==> config.mk <==
export PLATFORM = sky130hd
export DESIGN_NAME = fetch_stage
export DESIGN_NICKNAME = d
export VERILOG_FILES = /design/src/rtl/fetch_stage.sv
export SDC_FILE = /design/constraint.sdc
export NUM_CORES = 1
export LEC_CHECK = 0
export BUFFER_PORTS_ARGS = -buffer_cell sky130_fd_sc_hd__buf_4
export CORE_MARGIN = 2
export CORE_UTILIZATION = 54
export CTS_CLUSTER_SIZE = 25
export DETAILED_ROUTE_END_ITERATION = 8
export PLACE_DENSITY = 0.81
export SETUP_SLACK_MARGIN = 0.15
export SLEW_MARGIN = 20
export SYNTH_ARGS = -nofsm -noshare
export SYNTH_HDL_FRONTEND = slang
export SYNTH_SLANG_ARGS = --single-unit
==> constraint.sdc <==
create_clock -name clk -period 9.8 [get_ports clk]
set_input_delay 1.47 -clock clk [delete_from_list [all_inputs] [get_ports clk]]
set_output_delay 1.47 -clock clk [all_outputs]
set_load 0.01 [all_outputs]
==> src/rtl/fetch_stage.sv <==
// RV32 instruction-fetch stage: PC, req/gnt/rvalid imem port,
// credit-limited IF/ID buffer and redirect flush with response drop.
module fetch_stage #(
  parameter logic [31:0] RESET_PC        = 32'h0000_0000,
  parameter int          FIFO_DEPTH      = 2,
  parameter int          MAX_OUTSTANDING = 2
) (
  input  logic        clk,
  input  logic        reset_n,
  output logic        imem_req,
  output logic [31:0] imem_addr,
  input  logic        imem_gnt,
  input  logic        imem_rvalid,
  input  logic [31:0] imem_rdata,
  input  logic        redirect_valid,
  input  logic [31:0] redirect_pc,
  output logic        instr_valid,
  output logic [31:0] instruction,
  output logic [31:0] instr_pc,
  input  logic        decode_ready
);

  localparam int AW = (FIFO_DEPTH > 1) ? $clog2(FIFO_DEPTH) : 1;
  localparam int CW = $clog2(FIFO_DEPTH + MAX_OUTSTANDING + 1) + 1;
  localparam logic [31:0] NOP = 32'h0000_0013;

  logic [31:0]   r_pc;
  logic [31:0]   r_resp_pc;
  logic [CW-1:0] r_out;
  logic [CW-1:0] r_drop;
  logic [CW-1:0] r_cnt;
  logic [AW-1:0] r_wr;
  logic [AW-1:0] r_rd;
  logic [31:0]   r_data [FIFO_DEPTH];
  logic [31:0]   r_pcs  [FIFO_DEPTH];

  logic [CW-1:0] w_live;
  logic          w_credit;
  logic          w_slot;
  logic          w_grant;
  logic          w_drop_rsp;
  logic          w_push;
  logic          w_pop;
  logic          w_empty;
  logic [31:0]   w_tgt;
  logic [CW-1:0] w_out_nxt;

  // Live requests plus buffered words never exceed the buffer size,
  // so every accepted response has a slot waiting for it.
  assign w_live    = r_out - r_drop;
  assign w_credit  = (w_live + r_cnt) < CW'(FIFO_DEPTH);
  assign w_slot    = r_out < CW'(MAX_OUTSTANDING);
  assign imem_req  = reset_n & w_credit & w_slot;
  assign imem_addr = r_pc;

  assign w_grant    = imem_req & imem_gnt;
  assign w_drop_rsp = imem_rvalid & (r_drop != '0);
  assign w_empty    = (r_cnt == '0);
  assign w_push     = imem_rvalid & ~w_drop_rsp
                    & ~redirect_valid;
  assign w_pop      = ~w_empty & decode_ready
                    & ~redirect_valid;
  assign w_tgt      = redirect_pc & ~32'h3;
  assign w_out_nxt  = r_out + CW'(w_grant)
                    - CW'(imem_rvalid);

  always_ff @(posedge clk or negedge reset_n) begin
    if (!reset_n) begin
      r_pc      <= RESET_PC;
      r_resp_pc <= RESET_PC;
      r_out     <= '0;
      r_drop    <= '0;
    end else begin
      r_out <= w_out_nxt;
      unique case (1'b1)
        redirect_valid: begin
          r_pc      <= w_tgt;
          r_resp_pc <= w_tgt;
          r_drop    <= w_out_nxt;
        end
        default: begin
          if (w_grant)
            r_pc <= r_pc + 32'd4;
          if (w_drop_rsp)
            r_drop <= r_drop - CW'(1);
          else if (imem_rvalid)
            r_resp_pc <= r_resp_pc + 32'd4;
        end
      endcase
    end
  end

  always_ff @(posedge clk or negedge reset_n) begin
    if (!reset_n) begin
      r_cnt <= '0;
      r_wr  <= '0;
      r_rd  <= '0;
    end else if (redirect_valid) begin
      r_cnt <= '0;
      r_wr  <= '0;
      r_rd  <= '0;
    end else begin
      if (w_push)
        r_wr <= r_wr + AW'(1);
      if (w_pop)
        r_rd <= r_rd + AW'(1);
      r_cnt <= r_cnt + CW'(w_push) - CW'(w_pop);
    end
  end

  // Storage needs no reset: reads are masked by the empty flag.
  always_ff @(posedge clk) begin
    if (w_push) begin
      r_data[r_wr] <= imem_rdata;
      r_pcs[r_wr]  <= r_resp_pc;
    end
  end

  assign instr_valid = ~w_empty;
  assign instruction = w_empty ? NOP : r_data[r_rd];
  assign instr_pc    = w_empty ? 32'h0 : r_pcs[r_rd];

endmodule
==> results.txt <==
----------------------------------------------------
[STA]
  Share of the clock period used by the worst path ... 0.4545
  Setup violations, final ... 0
  Measured slew at the worst slew-check pin ... 0.8204 ns
  Skew final ... 0.008416 ns
  Total negative setup slack ... 0 ns
  Upper clock frequency limit ... 224.5 MHz
  Final max-slew violation count ... 0
  Final hold vios ... 0
  Final period demand of the worst path ... 4.454 ns
  Setup repair after global routing missed its margin ... false
  Headroom to the max-slew limit ... 0.4531

[Clock tree]
  Maximum number of buffers from clock root to sink ... 2
  Root buffer cell ... clkbuf_16
  Quantity of hold-fixing buffers added after cts ... 0
  Setup Buffers After CTS ... 0
  TritonCTS clock tree ... built
  Total number of clock tree sinks ... 198
  Clock latency on the worst-skew pair ... 0.43 ns
  CTS HTree Levels ... 4
  TritonCTS Buffers ... 17
  PostCTS Resize Cnt ... 0
  Clock transition time at the flip-flop clock pins of the worst setup and hold paths ... 0.07 ns

[Worst hold path]
  Worst hold path type ... flip-flop to flip-flop
  Critical hold path startpoint ... r_resp_pc[27]$_DFFE_PN0P_

[Power]
  Switching share of total power ... 0.3787
  Total power draw ... 2.984 mW
  Leakage dissipation ... 4.455 nW
  Pwr dens ... 261.2 nW/um^2
  Switching component of the power ... 1.130 mW
  Clock power frac ... 0.229
  Part of the power in registers ... 0.351
  Worst ir drop on vdd ... 0.0003952 V
  Fraction of power consumed by combinational cells ... 0.420
  Int Pwr ... 1.854 mW

[Floorplan]
  Count of pins on the block boundary ... 168
  Die H ... 136.3 um
  Die area ... 18570 um^2
  Starting density of the core ... 0.5500
  Row Count ... 48
  Floorplan die width ... 136.3 um
  Area of the core ... 17180 um^2

[Synth]
  Number of warnings issued by yosys ... 0
  Number of flops mapped to enable cells by yosys ... 124
  Async set-reset flop share out of synthesis ... 0.3737
  Dominant synthesized flop cell ... edfxtp_1
  Library cell with the largest summed area after synthesis ... edfxtp_1
  Sequential fraction of the synthesis area ... 0.5901
  Mean Syn Cell Area ... 11.62 um^2
  Mapped Cells ... 813
  Cell area after synthesis ... 9448 um^2
  Synth Register Bits ... 198
  Largest cells by area after synthesis ... edfxtp_1 39%, dfrtp_1 20%, mux2i_1 6.8%
  Count of unique library cells instantiated by Yosys ... 54
  Top-area cell type share of the netlist area ... 0.3941

[Cells and area]
  Proportion of layout cells with a drive suffix above 1 ... 0.2186
  Antenna cells ... 0
  Total Nets Final ... 1048
  Synth-to-layout area growth ... 20.92%
  Layout Utilization ... 0.6651
  FF+latch area ... 5579 um^2
  Post-layout instance area ... 11420 um^2
  Area of the multi-input gates ... 3591 um^2
  Fillers ... 1348
  Post-layout instance count excluding filler cells ... 1195

[Routing]
  First DRT Iteration DRCs ... 537
  Max Used Layer ... met4
  Count of nets left with antenna violations after detail routing ... 0
  DRC violation count after routing ... 0
  Iteration count of the initial detailed-routing pass ... 5
  Via-per-instance ratio ... 5.750
  Met1 routed wirelength after detailed routing ... 9408 um
  Met2 layer wire length in the routed design ... 9765 um
  Total detailed-routing wirelength ... 21060 um
  Routed wire per std cell ... 17.62 um
  Routed wire length on met3 ... 1538 um
  Via count ... 6871

[Critical path]
  Launching element of the worst setup path ... r_out[1]$_DFF_PN0_
  Reg-to-reg startpoint ... r_out[1]$_DFF_PN0_
  Crit-path max FO ... 5
  Required time worst endpoint ... 8.33 ns
  Critical Path Source Type ... flip-flop
  Arrival time reported for the critical path endpoint ... 2.98 ns
  Setup Crit Path Kind ... flip-flop to output port
  Type of element capturing the critical path ... output port

[Status]
  Run status ... finished, final reports clean

[Placed design]
  IO buf count ... 161
  Number of instances in the placed design ... 1162
  GPL Wtd Cong ... 0.8767
  Area post-placement ... 10830 um^2
  Estimated wirelength of the detail-placed design ... 14010 um

[Run]
  Max-Cap Viols ... 0

[GRT]
  Total routing resource utilization after global routing ... 0.2341
  Maximum number of pins on one net before global-route repair ... 77
  Total gr overflow ... 0
  Wire length of the first global-routing pass ... 33650 um
  Initial antenna violation count ... 0
  Vias in the first global route ... 6662

----------------------------------------------------
-- state kept, by name (all words and copies together) (netlist names) --
name	flops
r_pcs	60
r_out	4
r_resp_pc	30
r_rd	1
r_cnt	4
r_drop	4
r_wr	1
r_data	64
imem_addr	30
-- worst max-delay path: stages, from the launching register on --
cell,delay (ns)
dfrtp_1,0.43
inv_1,0.12
fa_1,0.55
inv_1,0.07
ha_1,0.20
a21o_1,0.17
a31o_2,0.24
xnor2_1,0.40
nand2_1,0.18
inv_1,0.09
buf_4,0.11
-- stage by stage --
stage	setup slack (ns)	hold WS (ns)
2_1_floorplan	4.389	0.4402
3_3_place_gp	5.267	0.4829
3_5_place_dp	5.265	0.4943
4_1_cts	5.260	0.5093
5_1_grt	5.146	0.5329
6_report	5.346	0.5110
-- Yosys cell counts (5+ instances only) --
library cell and number:
xnor2_1 26, clkbuf_1 29, xor2_1 11, o31ai_1 13
a211oi_1 20, nand4_1 21, a21boi_0 12, or3_1 6
nand3_1 26, o21ai_0 6, and4_1 8, nor2_1 117
a21oi_1 15, nor4_1 21, a21o_1 6, dfrtp_1 74
mux2i_1 64, or4_1 5, fa_1 5, nand2_1 48
ha_1 16, a31oi_1 7, buf_1 9, edfxtp_1 124
inv_1 30, and3_1 17, nor3_1 18, nand2b_1 15
-- layer usage --
metal / vias to the layer above / global-route usage
met4: 0 / 0.07986
met1: 3329 / 0.3308
met5: - / 0
met2: 268 / 0.3607
met3: 25 / 0.05145
li1: 3249 / -
-- kinds of logic after synthesis --
family          share of synthesized area
other cells                     0.0003969
mux                               0.07138
fa+ha+maj                         0.03178
flops                              0.5901
xor+xnor                          0.03430
buf+inv                           0.03284
compound gates                    0.07297
simple gates                       0.1662
-- final cells by class --
cell class	instances	share of cell area
Clock buffer	24	0.04129
Multi-Input combinational cell	541	0.3143
Inverter	30	0.009857
Tap cell	225	0.02464
Sequential cell	198	0.4883
Timing Repair Buffer	169	0.1128
Clock inverter	8	0.008761
-- worst paths after layout --
check                      slack [ns]                         to  depth (start not counted)
setup reg to reg                 5.89      r_drop[2]$_DFFE_PN0P_                         17
setup / recovery                 5.35                   imem_req                         10
max in group asynchronous        8.28  r_resp_pc[28]$_DFFE_PN0P_                          2
min in group asynchronous        0.93   imem_addr[8]$_DFFE_PN0N_                          1
hold reg to reg                  0.51     r_pcs[0][27]$_DFFE_PP_                          0
hold / removal                   0.51     r_pcs[0][27]$_DFFE_PP_                          0
-- power groups by stage --
stage | clock network [mW] | registers (mW) | logic [mW]
floorplan | 0 | 1.03 | 0.818
global placement | 0 | 1.06 | 1.22
detailed placement | 0 | 1.06 | 1.24
CTS | 0.695 | 1.05 | 1.25
global route | 0.729 | 1.06 | 1.39
finish | 0.684 | 1.05 | 1.25
-- placed cells by master (no fill, tap or decap), drive strengths merged, types with 17 or more instances in the layout --
cell type,n
a211oi,20
and3,17
buf,169
clkbuf,24
dfrtp,74
edfxtp,124
inv,31
mux2i,64
nand2,48
nand3,27
nand4,21
nor2,117
nor3,19
nor4,22
xnor2,26
Note: power is estimated with default switching activity, not from simulation.
